## src/rtl/serial_key_decoder.sv

```systemverilog
// serial_key_decoder
//
// Serial unlock decoder for the binary calculator controller. A frame of
// KEY_W key bits followed by MODE_W mode bits arrives LSB first, one bit per
// validCmd cycle. A key matching KEY_VAL unlocks the decoder (active=1) and
// publishes the mode field. While unlocked, further MODE_W-bit frames update
// the mode. MAX_FAIL consecutive bad keys lock the decoder for LOCK_CYCLES
// cycles.
//
// Optional build macro: SKD_TIMEOUT_EN
//   When defined, a partial frame with no validCmd for TIMEOUT consecutive
//   cycles is discarded. When undefined, partial frames are held
//   indefinitely and no idle counter exists.
//
// Ports:
//   clk       in   system clock, rising edge
//   reset_n   in   asynchronous active-low reset
//   inputKey  in   serial data bit, sampled when validCmd=1
//   validCmd  in   bit qualifier, one bit per cycle while high
//   clear     in   ends an active session / discards a partial frame
//   active    out  unlocked indication (registered)
//   mode      out  current mode, MODE_W bits (registered)
//   keyError  out  one-cycle pulse on a key mismatch
//   locked    out  high during lockout
//
// Handshake: there is no back-pressure. A bit is transferred on every rising
// edge where validCmd=1; in LOCKED validCmd is ignored, and in RX_KEY/ACTIVE
// clear takes priority over a coincident validCmd.
module serial_key_decoder #(
    parameter int              KEY_W       = 4,
    parameter logic [KEY_W-1:0] KEY_VAL    = 4'b0101,
    parameter int              MODE_W      = 2,
    parameter int              MAX_FAIL    = 3,
    parameter int              LOCK_CYCLES = 16,
    parameter int              TIMEOUT     = 32
) (
    input  logic              clk,
    input  logic              reset_n,
    input  logic              inputKey,
    input  logic              validCmd,
    input  logic              clear,
    output logic              active,
    output logic [MODE_W-1:0] mode,
    output logic              keyError,
    output logic              locked
);

    localparam int FRAME_W = KEY_W + MODE_W;
    localparam int CNT_W   = $clog2(FRAME_W + 1);
    localparam int FAIL_W  = $clog2(MAX_FAIL + 1);
    localparam int LOCK_W  = $clog2(LOCK_CYCLES + 1);

    typedef enum logic [1:0] {
        RX_KEY = 2'd0,
        ACTIVE = 2'd1,
        LOCKED = 2'd2
    } state_t;

    state_t               state_q, state_d;
    logic [CNT_W-1:0]     bit_cnt_q, bit_cnt_d;
    logic [FAIL_W-1:0]    fail_cnt_q, fail_cnt_d;
    logic [FAIL_W-1:0]    fail_inc;
    logic [FRAME_W-1:0]   frame_q, frame_d;
    logic [FRAME_W-1:0]   frame_full;
    logic [LOCK_W-1:0]    lock_q, lock_d;
    logic                 active_q, active_d;
    logic [MODE_W-1:0]    mode_q, mode_d;
    logic                 key_error_q, key_error_d;
    logic                 locked_q, locked_d;

`ifdef SKD_TIMEOUT_EN
    localparam int IDLE_W = $clog2(TIMEOUT + 1);
    logic [IDLE_W-1:0]    idle_q, idle_d;
`else
    // TIMEOUT only matters when the idle counter is built.
    logic                 unused_timeout;
    assign unused_timeout = (TIMEOUT > 0);
`endif

    assign fail_inc = fail_cnt_q + FAIL_W'(1);

    // Frame as it would look with the incoming bit written at its position.
    // Lets the last bit be evaluated on the same edge that samples it.
    always_comb begin
        frame_full = frame_q;
        for (int i = 0; i < FRAME_W; i++) begin
            if (bit_cnt_q == CNT_W'(i)) frame_full[i] = inputKey;
        end
    end

    always_comb begin
        state_d     = state_q;
        bit_cnt_d   = bit_cnt_q;
        fail_cnt_d  = fail_cnt_q;
        frame_d     = frame_q;
        lock_d      = lock_q;
        active_d    = active_q;
        mode_d      = mode_q;
        key_error_d = 1'b0;
        locked_d    = locked_q;
`ifdef SKD_TIMEOUT_EN
        idle_d      = idle_q;
`endif

        unique case (state_q)
            RX_KEY: begin
                if (clear) begin
                    // Partial frame dropped; failure history survives.
                    bit_cnt_d = '0;
                    frame_d   = '0;
                end else if (validCmd) begin
                    if (bit_cnt_q == CNT_W'(FRAME_W - 1)) begin
                        bit_cnt_d = '0;
                        frame_d   = '0;
                        if (frame_full[KEY_W-1:0] == KEY_VAL) begin
                            state_d    = ACTIVE;
                            active_d   = 1'b1;
                            mode_d     = frame_full[FRAME_W-1:KEY_W];
                            fail_cnt_d = '0;
                        end else begin
                            key_error_d = 1'b1;
                            fail_cnt_d  = fail_inc;
                            if (fail_inc == FAIL_W'(MAX_FAIL)) begin
                                state_d  = LOCKED;
                                locked_d = 1'b1;
                                lock_d   = LOCK_W'(LOCK_CYCLES);
                            end
                        end
                    end else begin
                        frame_d   = frame_full;
                        bit_cnt_d = bit_cnt_q + CNT_W'(1);
                    end
                end
            end

            ACTIVE: begin
                if (clear) begin
                    state_d    = RX_KEY;
                    active_d   = 1'b0;
                    mode_d     = '0;
                    bit_cnt_d  = '0;
                    frame_d    = '0;
                    fail_cnt_d = '0;
                end else if (validCmd) begin
                    // Mode bits accumulate in frame_q; mode itself only
                    // changes once the whole field is present.
                    if (bit_cnt_q == CNT_W'(MODE_W - 1)) begin
                        mode_d    = frame_full[MODE_W-1:0];
                        bit_cnt_d = '0;
                        frame_d   = '0;
                    end else begin
                        frame_d   = frame_full;
                        bit_cnt_d = bit_cnt_q + CNT_W'(1);
                    end
                end
            end

            LOCKED: begin
                // Timer loaded with LOCK_CYCLES; leaving when it reads 1
                // keeps locked high for exactly LOCK_CYCLES cycles.
                if (lock_q == LOCK_W'(1)) begin
                    state_d    = RX_KEY;
                    locked_d   = 1'b0;
                    fail_cnt_d = '0;
                    lock_d     = '0;
                end else begin
                    lock_d = lock_q - LOCK_W'(1);
                end
            end

            default: begin
                state_d = RX_KEY;
            end
        endcase

`ifdef SKD_TIMEOUT_EN
        // Only idle cycles with a partial frame advance the counter; any
        // bit, clear or empty frame restarts it.
        if (state_q == LOCKED || validCmd || clear || bit_cnt_q == '0) begin
            idle_d = '0;
        end else if (idle_q == IDLE_W'(TIMEOUT - 1)) begin
            idle_d    = '0;
            bit_cnt_d = '0;
            frame_d   = '0;
        end else begin
            idle_d = idle_q + IDLE_W'(1);
        end
`endif
    end

    always_ff @(posedge clk or negedge reset_n) begin
        if (!reset_n) begin
            state_q     <= RX_KEY;
            bit_cnt_q   <= '0;
            fail_cnt_q  <= '0;
            frame_q     <= '0;
            lock_q      <= '0;
            active_q    <= 1'b0;
            mode_q      <= '0;
            key_error_q <= 1'b0;
            locked_q    <= 1'b0;
        end else begin
            state_q     <= state_d;
            bit_cnt_q   <= bit_cnt_d;
            fail_cnt_q  <= fail_cnt_d;
            frame_q     <= frame_d;
            lock_q      <= lock_d;
            active_q    <= active_d;
            mode_q      <= mode_d;
            key_error_q <= key_error_d;
            locked_q    <= locked_d;
        end
    end

`ifdef SKD_TIMEOUT_EN
    always_ff @(posedge clk or negedge reset_n) begin
        if (!reset_n) idle_q <= '0;
        else          idle_q <= idle_d;
    end
`endif

    assign active   = active_q;
    assign mode     = mode_q;
    assign keyError = key_error_q;
    assign locked   = locked_q;

endmodule

```

## config.mk

```make
export PLATFORM = sky130hd
export DESIGN_NAME = serial_key_decoder
export DESIGN_NICKNAME = d
export VERILOG_FILES = /design/src/rtl/serial_key_decoder.sv
export SDC_FILE = /design/constraint.sdc
export NUM_CORES = 1
export LEC_CHECK = 0
export ABC_AREA = 1
export CAP_MARGIN = 20
export CORE_MARGIN = 2
export CORE_UTILIZATION = 25
export CTS_CLUSTER_DIAMETER = 120
export CTS_CLUSTER_SIZE = 24
export DETAILED_ROUTE_END_ITERATION = 6
export GPL_TIMING_DRIVEN = 0
export PLACE_DENSITY_LB_ADDON = 0.08
export SETUP_SLACK_MARGIN = 0.15
export SLEW_MARGIN = 25
export SYNTH_ARGS = -nofsm -noshare
export SYNTH_HDL_FRONTEND = slang
export SYNTH_SLANG_ARGS = --single-unit
```

## constraint.sdc

```tcl
create_clock -name clk -period 2.73 [get_ports clk]
set_input_delay 0.6825 -clock clk [delete_from_list [all_inputs] [get_ports clk]]
set_output_delay 0.6825 -clock clk [all_outputs]
set_load 0.03 [all_outputs]
```

==> out/results.txt <==
Vias in the first global route - 1308
Global-route wire length before repair - 6.08 mm
Ys flop type - dfrtp_1
Max-Cap Viols - 0
Via density - 4.42
Synth Cell Area - 1550 um^2
Worst hold path type - in -> async
Core ar. - 5960 um^2
Register area share after synthesis - 0.371
CTS Buffer Depth - 2
CP Buf/Inv Count - 1
TNS Setup - 0 ps
Crit-path leading delay family - buffers and inverters
Die Height - 82.7 um
ANT cells - 0
Remaining Overflow, GRT - 0
Final Util - 0.298
Slew @ Worst Pin - 559 ps
Fraction of layout cells with a size suffix above 1 - 0.236
Largest cells by area after synthesis - dfrtp_1, nand2_1, ha_1, nand3_1, inv_1
Detailed-route via count - 1210
Clk sinks - 23
Resized Gates After CTS - 0
Final setup vio count - 0
Ports - 10
PD cells - 1050 nW/um^2
Peak supply drop - 0.313 mV
FF-to-FF Start - state_q[0]
DIE AREA - 6850 um^2
CTS buffer count - 3
CP max FO - 2
Nets - 213
Cell taking the most area after synthesis - dfrtp_1
Row count - 28
Stages on the worst setup path - 1
Crit path DAT - 1310 ps
Crit path cell chain - clkdlybuf4s50_1
RR Endpoint - lock_q[2]
Crit. End Element - primary output
Area occupied by multi-input gates - 856 um^2
Critical path class - reg -> out
Gr usage total - 0.117
Status - finished clean
Post-Syn Nets - 199
Warnings from Yosys - 0
RSZ-0062 raised after global routing - false
Fin crit share - 0.730
Root buf cell - clkbuf_8
Commonest cells post-synth - nand2_1, dfrtp_1, inv_1
Slowest CP cell - clkdlybuf4s50_1
Mapped Cells - 186
Worst Setup EP - locked
H-tree depth - 1
Crit path largest cell delay - 680 ps
Maximum clock rate - 502 MHz
Final WL - 3.38 mm
Drt drc - 0
Die X - 82.7 um
Area Growth Syn to Fin - 14.4%
Post-CTS Setup Bufs - 0
Synthesis-stage register bit count - 23
Synth Area per Inst - 8.33 um^2
FILL cells - 659
Initial detailed-routing violation count - 53
Clk Latency, worst-skew pair - 270 ps
Critical path required time - 2050 ps
Reg2reg path depth - 9
Hold Vio Cnt, Final - 0
Port Buf Inserts - 9
Relative slew slack - 0.627
Leakage Power - 0.000862 uW
Final Max Slew Viols - 0
Min Tclk post-route - 1990 ps
Largest net degree at the start of global routing - 24
First-pass iteration count of the detailed router - 4
Post-DP HPWL - 2.55 mm
Seq. cell area - 576 um^2
Final Skew - 5.45 ps
CP startpoint kind - flop
WL per Instance - 12.3 um
Initial Util - 0.260
Ys async rst share - 1.00
Synth top area share - 0.371
Reg2Reg Setup Slack - 1060 ps
GP Congestion - 0.758
Post-CTS Hold Fix Bufs - 0
Final ANT Viol Nets - 0
Distinct cell type count after synthesis - 30
Initial antenna violation count - 0
Most frequent cell after synthesis - nand2_1
Number of synthesized flops with an enable pin - 0
CTS tree - yes
Clock transition at path regs - 100 ps
Beginning of the critical path - locked
==> state kept, by name, summed over array words and instances, names as in the netlist <==
register	count
frame_q	6
lock_q	5
bit_cnt_q	3
fail_cnt_q	2
mode	2
state_q	2
active	1
keyError	1
locked	1
==> where the power goes <==
part	total, uW	switching (uW)	internal, uW	leakage (uW)
Sequential	551	95.9	455	0.000295
Clock	232	128	105	0.0000228
Combinational	1090	707	379	0.000544
Total	1870	931	939	0.000862
==> per-stage QoR <==
step                instance area (um^2)  power, uW  hold slack [ps]  worst slack [ps]  std cells
detailed placement                  1730       1660              467               511        270
global placement                    1730       1640              462               530        270
CTS                                 1770       1900              409               718        274
finish                              1770       1870              385               738        274
global route                        1770       2060              426               670        274
floorplan                           1550       1430              387              1210        186
==> layout make-up <==
type,count,share of cell area
clock buffer,4,0.0254
timing repair buffer,9,0.0480
multi-input combinational,134,0.482
buffer,3,0.0120
sequential,23,0.324
inverter,26,0.0550
tap,75,0.0529
==> worst register-to-register path: stages, from the launching register on <==
cell     delay (ps)
dfrtp_1         410
inv_1            90
ha_1            200
buf_2           200
nand2_1          90
o21ai_1         140
nor2_8          200
nand2_8         100
nand2_2          70
o21ai_2          50
==> cells by family (layout without fill, tap and decap cells) <==
| family | count (synthesis) | in the layout | share of synthesized area |
|---|---|---|---|
| flip-flops | 23 | 23 | 0.371 |
| AND/OR/NAND/NOR | 102 | 102 | 0.379 |
| adder cells (fa/ha/maj) | 8 | 8 | 0.0646 |
| XOR/XNOR | 3 | 3 | 0.0170 |
| buffers and inverters | 29 | 42 | 0.0767 |
| AO/OA/AOI/OAI | 21 | 21 | 0.0920 |
==> placed cells by master, fill, tap and decap left out <==
master / netlist / final
clkdlybuf4s50_1: 0 / 8
inv_1: 19 / 19
buf_2: 2 / 3
nand4_1: 4 / 4
nor3_1: 1 / 1
or2_2: 1 / 1
o21ai_1: 6 / 6
nand2_2: 10 / 10
nand2_4: 3 / 3
o22ai_1: 6 / 6
nor2_4: 2 / 2
nor2_8: 2 / 2
inv_2: 7 / 7
or2_1: 1 / 1
nand3_4: 2 / 2
a32o_1: 1 / 1
o21ai_0: 1 / 1
buf_6: 1 / 1
nor2_2: 3 / 3
xnor2_1: 1 / 1
nor2_1: 4 / 4
xor2_1: 2 / 2
clkbuf_1: 0 / 1
nand3_1: 18 / 18
nand2_8: 1 / 1
clkbuf_8: 0 / 3
nand2_1: 47 / 47
nand3_2: 2 / 2
o211ai_1: 1 / 1
ha_1: 8 / 8
o21ai_2: 6 / 6
dfrtp_1: 23 / 23
nor3_2: 1 / 1
==> worst min-delay path by stage <==
stage                 start            to  slack [ps]  depth (start not counted)
floorplan           reset_n        active         390                          0
global placement     locked        locked         460                          2
detailed placement  mode[1]       mode[1]         470                          2
CTS                 reset_n  bit_cnt_q[0]         410                          1
global route        reset_n  bit_cnt_q[0]         430                          1
finish              reset_n  bit_cnt_q[0]         380                          1
==> per-layer routing <==
metal | part of all wire | up-vias | global-route usage
li1 | - | 634 | -
met1 | 0.49 | 560 | 0.147
met2 | 0.47 | 14 | 0.198
met3 | 0.030 | 2 | 0.0337
met4 | 0.0062 | 0 | 0.0230
met5 | 0 | - | 0
Power figures use the tool's default switching activity.
==> RTL change, RTL diff (config.mk and constraints unchanged) <==
Set the parameter `LOCK_CYCLES` to 32 (it was 16).
--- a/src/rtl/serial_key_decoder.sv
+++ b/src/rtl/serial_key_decoder.sv
@@ -31,7 +31,7 @@
     parameter logic [KEY_W-1:0] KEY_VAL    = 4'b0101,
     parameter int              MODE_W      = 2,
     parameter int              MAX_FAIL    = 3,
-    parameter int              LOCK_CYCLES = 16,
+    parameter int              LOCK_CYCLES = 32,
     parameter int              TIMEOUT     = 32
 ) (
     input  logic              clk,
Check against the original RTL: no difference found for any inputs over 10 cycles, from zero or initial values and one cycle with reset_n low; that may be too few to reach the edited logic, so the function may still have changed.
==> RTL change against the original RTL <==
Core utilization decreased by 0.056 points; final area is 0.78% lower; worst setup slack worse by 0.099 ns; global-route usage decreased by 0.29 points; routed wire length shrank 1.1%; largest power group unchanged; sequential cell count is 1 higher; total power down 3.9%; register-to-register slack got worse by 0.42 ns; area after synthesis fell by 0.65%; die area is 0.62% lower.
==> RTL change: results (changes against the original RTL) <==
sta:
  holdWs_ns: 0.3964  # +0.01150 ns
  worst_pin_slew_ns: 0.5703  # +0.01105 ns
  fin_skew_ns: 0.003981  # -0.001465 ns
yosys:
  seq_area_frac_synth: 0.3899  # +0.01866
  synthTopCellsByArea: "dfrtp_1, nand2_1, inv_1"
  syn_nets: 209  # +5.0%
  synth.distinct_cells: 25  # -17%
  ys_top_cells_by_count: "nand2_1, inv_1, dfrtp_1"
setup_path:
  cpMaxStageDelayCell: "dfrtp_1"
  r2r_end: "frame_q[5]"
  arrival_ns: 2.23  # +0.92 ns
  regToRegSetupSlack_ns: 0.64  # -0.42 ns
  cpPeakStageDelay_ns: 0.42  # -0.26 ns
  cp_top_family: "compound AO/OA/AOI/OAI gates"
  worstPathMaxFanout: 7  # +5
route:
  vias: 1222  # +0.99%
  met1_length_mm: 1.718  # +2.8%
  drt-total-wl_mm: 3.342  # -1.1%
  drtIter0Drc: 43  # -19%
  wl_met3_um: 92  # -8.9%
  routed-wl-met2_mm: 1.487  # -6.1%
layout:
  nets: 223  # +4.7%
  top_regs: "frame_q (6), lock_q (6), bit_cnt_q (3)"
  final_layout_size_suffix_gt1_frac: 0.1635  # -0.07272
  nFillCells: 635  # -3.6%
place:
  finalWeightedCongestion: 0.7151  # -5.7%
  io_buffers: 9  # unchanged
  dp_hpwl_mm: 2.539  # -0.55%
global_routing:
  grt_first_pass_wirelength_mm: 5.782  # -4.9%
  grtUsageMet2: 0.1742  # -0.02419
  grt_max_degree: 25  # +4.2%
  grt.total_usage: 0.1137  # -0.002945
clocking:
  cts_resized: 0  # unchanged
  clock-root-buffer: "clkbuf_8"
power_and_ir_drop:
  p_leak_uw: 0.0008585  # -0.40%
  vdd_drop_max_mv: 0.3120  # -0.38%
outcome:
  status: "finished, final reports clean"
RTL change: area by class of cell:
type                            instances  area, sq um  share of cell area
Tap cell                               75        93.84             0.05330
Inverter                               33        123.9             0.07036
Sequential cell                        24        600.6              0.3412
Buffer                                  2        31.28             0.01777
Clock buffer                            3        41.29             0.02345
Multi-Input combinational cell        137        784.5              0.4456
Timing Repair Buffer                    9        85.08             0.04833
RTL change: cell families (layout without fill, tap and decap cells):
| group | count (synthesis) | in the layout | synth area share |
|---|---|---|---|
| AND/OR/NAND/NOR | 102 | 102 | 0.3266 |
| AO/OA/AOI/OAI | 24 | 24 | 0.1007 |
| flip-flops | 24 | 24 | 0.3899 |
| buffers and inverters | 35 | 47 | 0.1007 |
| adder cells (fa/ha/maj) | 8 | 8 | 0.06499 |
| XOR/XNOR | 3 | 3 | 0.01706 |
RTL change: worst max-delay path by stage:
stage,cells after the start,startpoint,endpoint,slack [ns]
3_5_place_dp,10,inputKey,mode[0],0.36
5_1_grt,8,state_q[0],frame_q[5],0.41
3_3_place_gp,10,inputKey,mode[1],0.34
6_report,8,state_q[0],frame_q[5],0.64
4_1_cts,8,state_q[0],frame_q[5],0.62
2_1_floorplan,11,bit_cnt_q[0],lock_q[2],1.13
RTL change: power breakdown:
group          switching, uW  internal (uW)  leakage, uW
clock                    120           99.0    0.0000216
combinational            648            377     0.000519
sequential              87.1            468     0.000318
RTL change: per-stage QoR:
step           setup WS [ns]    util  std cells  instance area (sq um)
2_1_floorplan          1.133       -        196                   1540
3_3_place_gp          0.3425  0.2912        280                   1724
3_5_place_dp          0.3575  0.2904        280                   1719
4_1_cts               0.6170  0.2973        283                   1760
5_1_grt               0.4097  0.2973        283                   1760
6_report              0.6384  0.2973        283                   1760
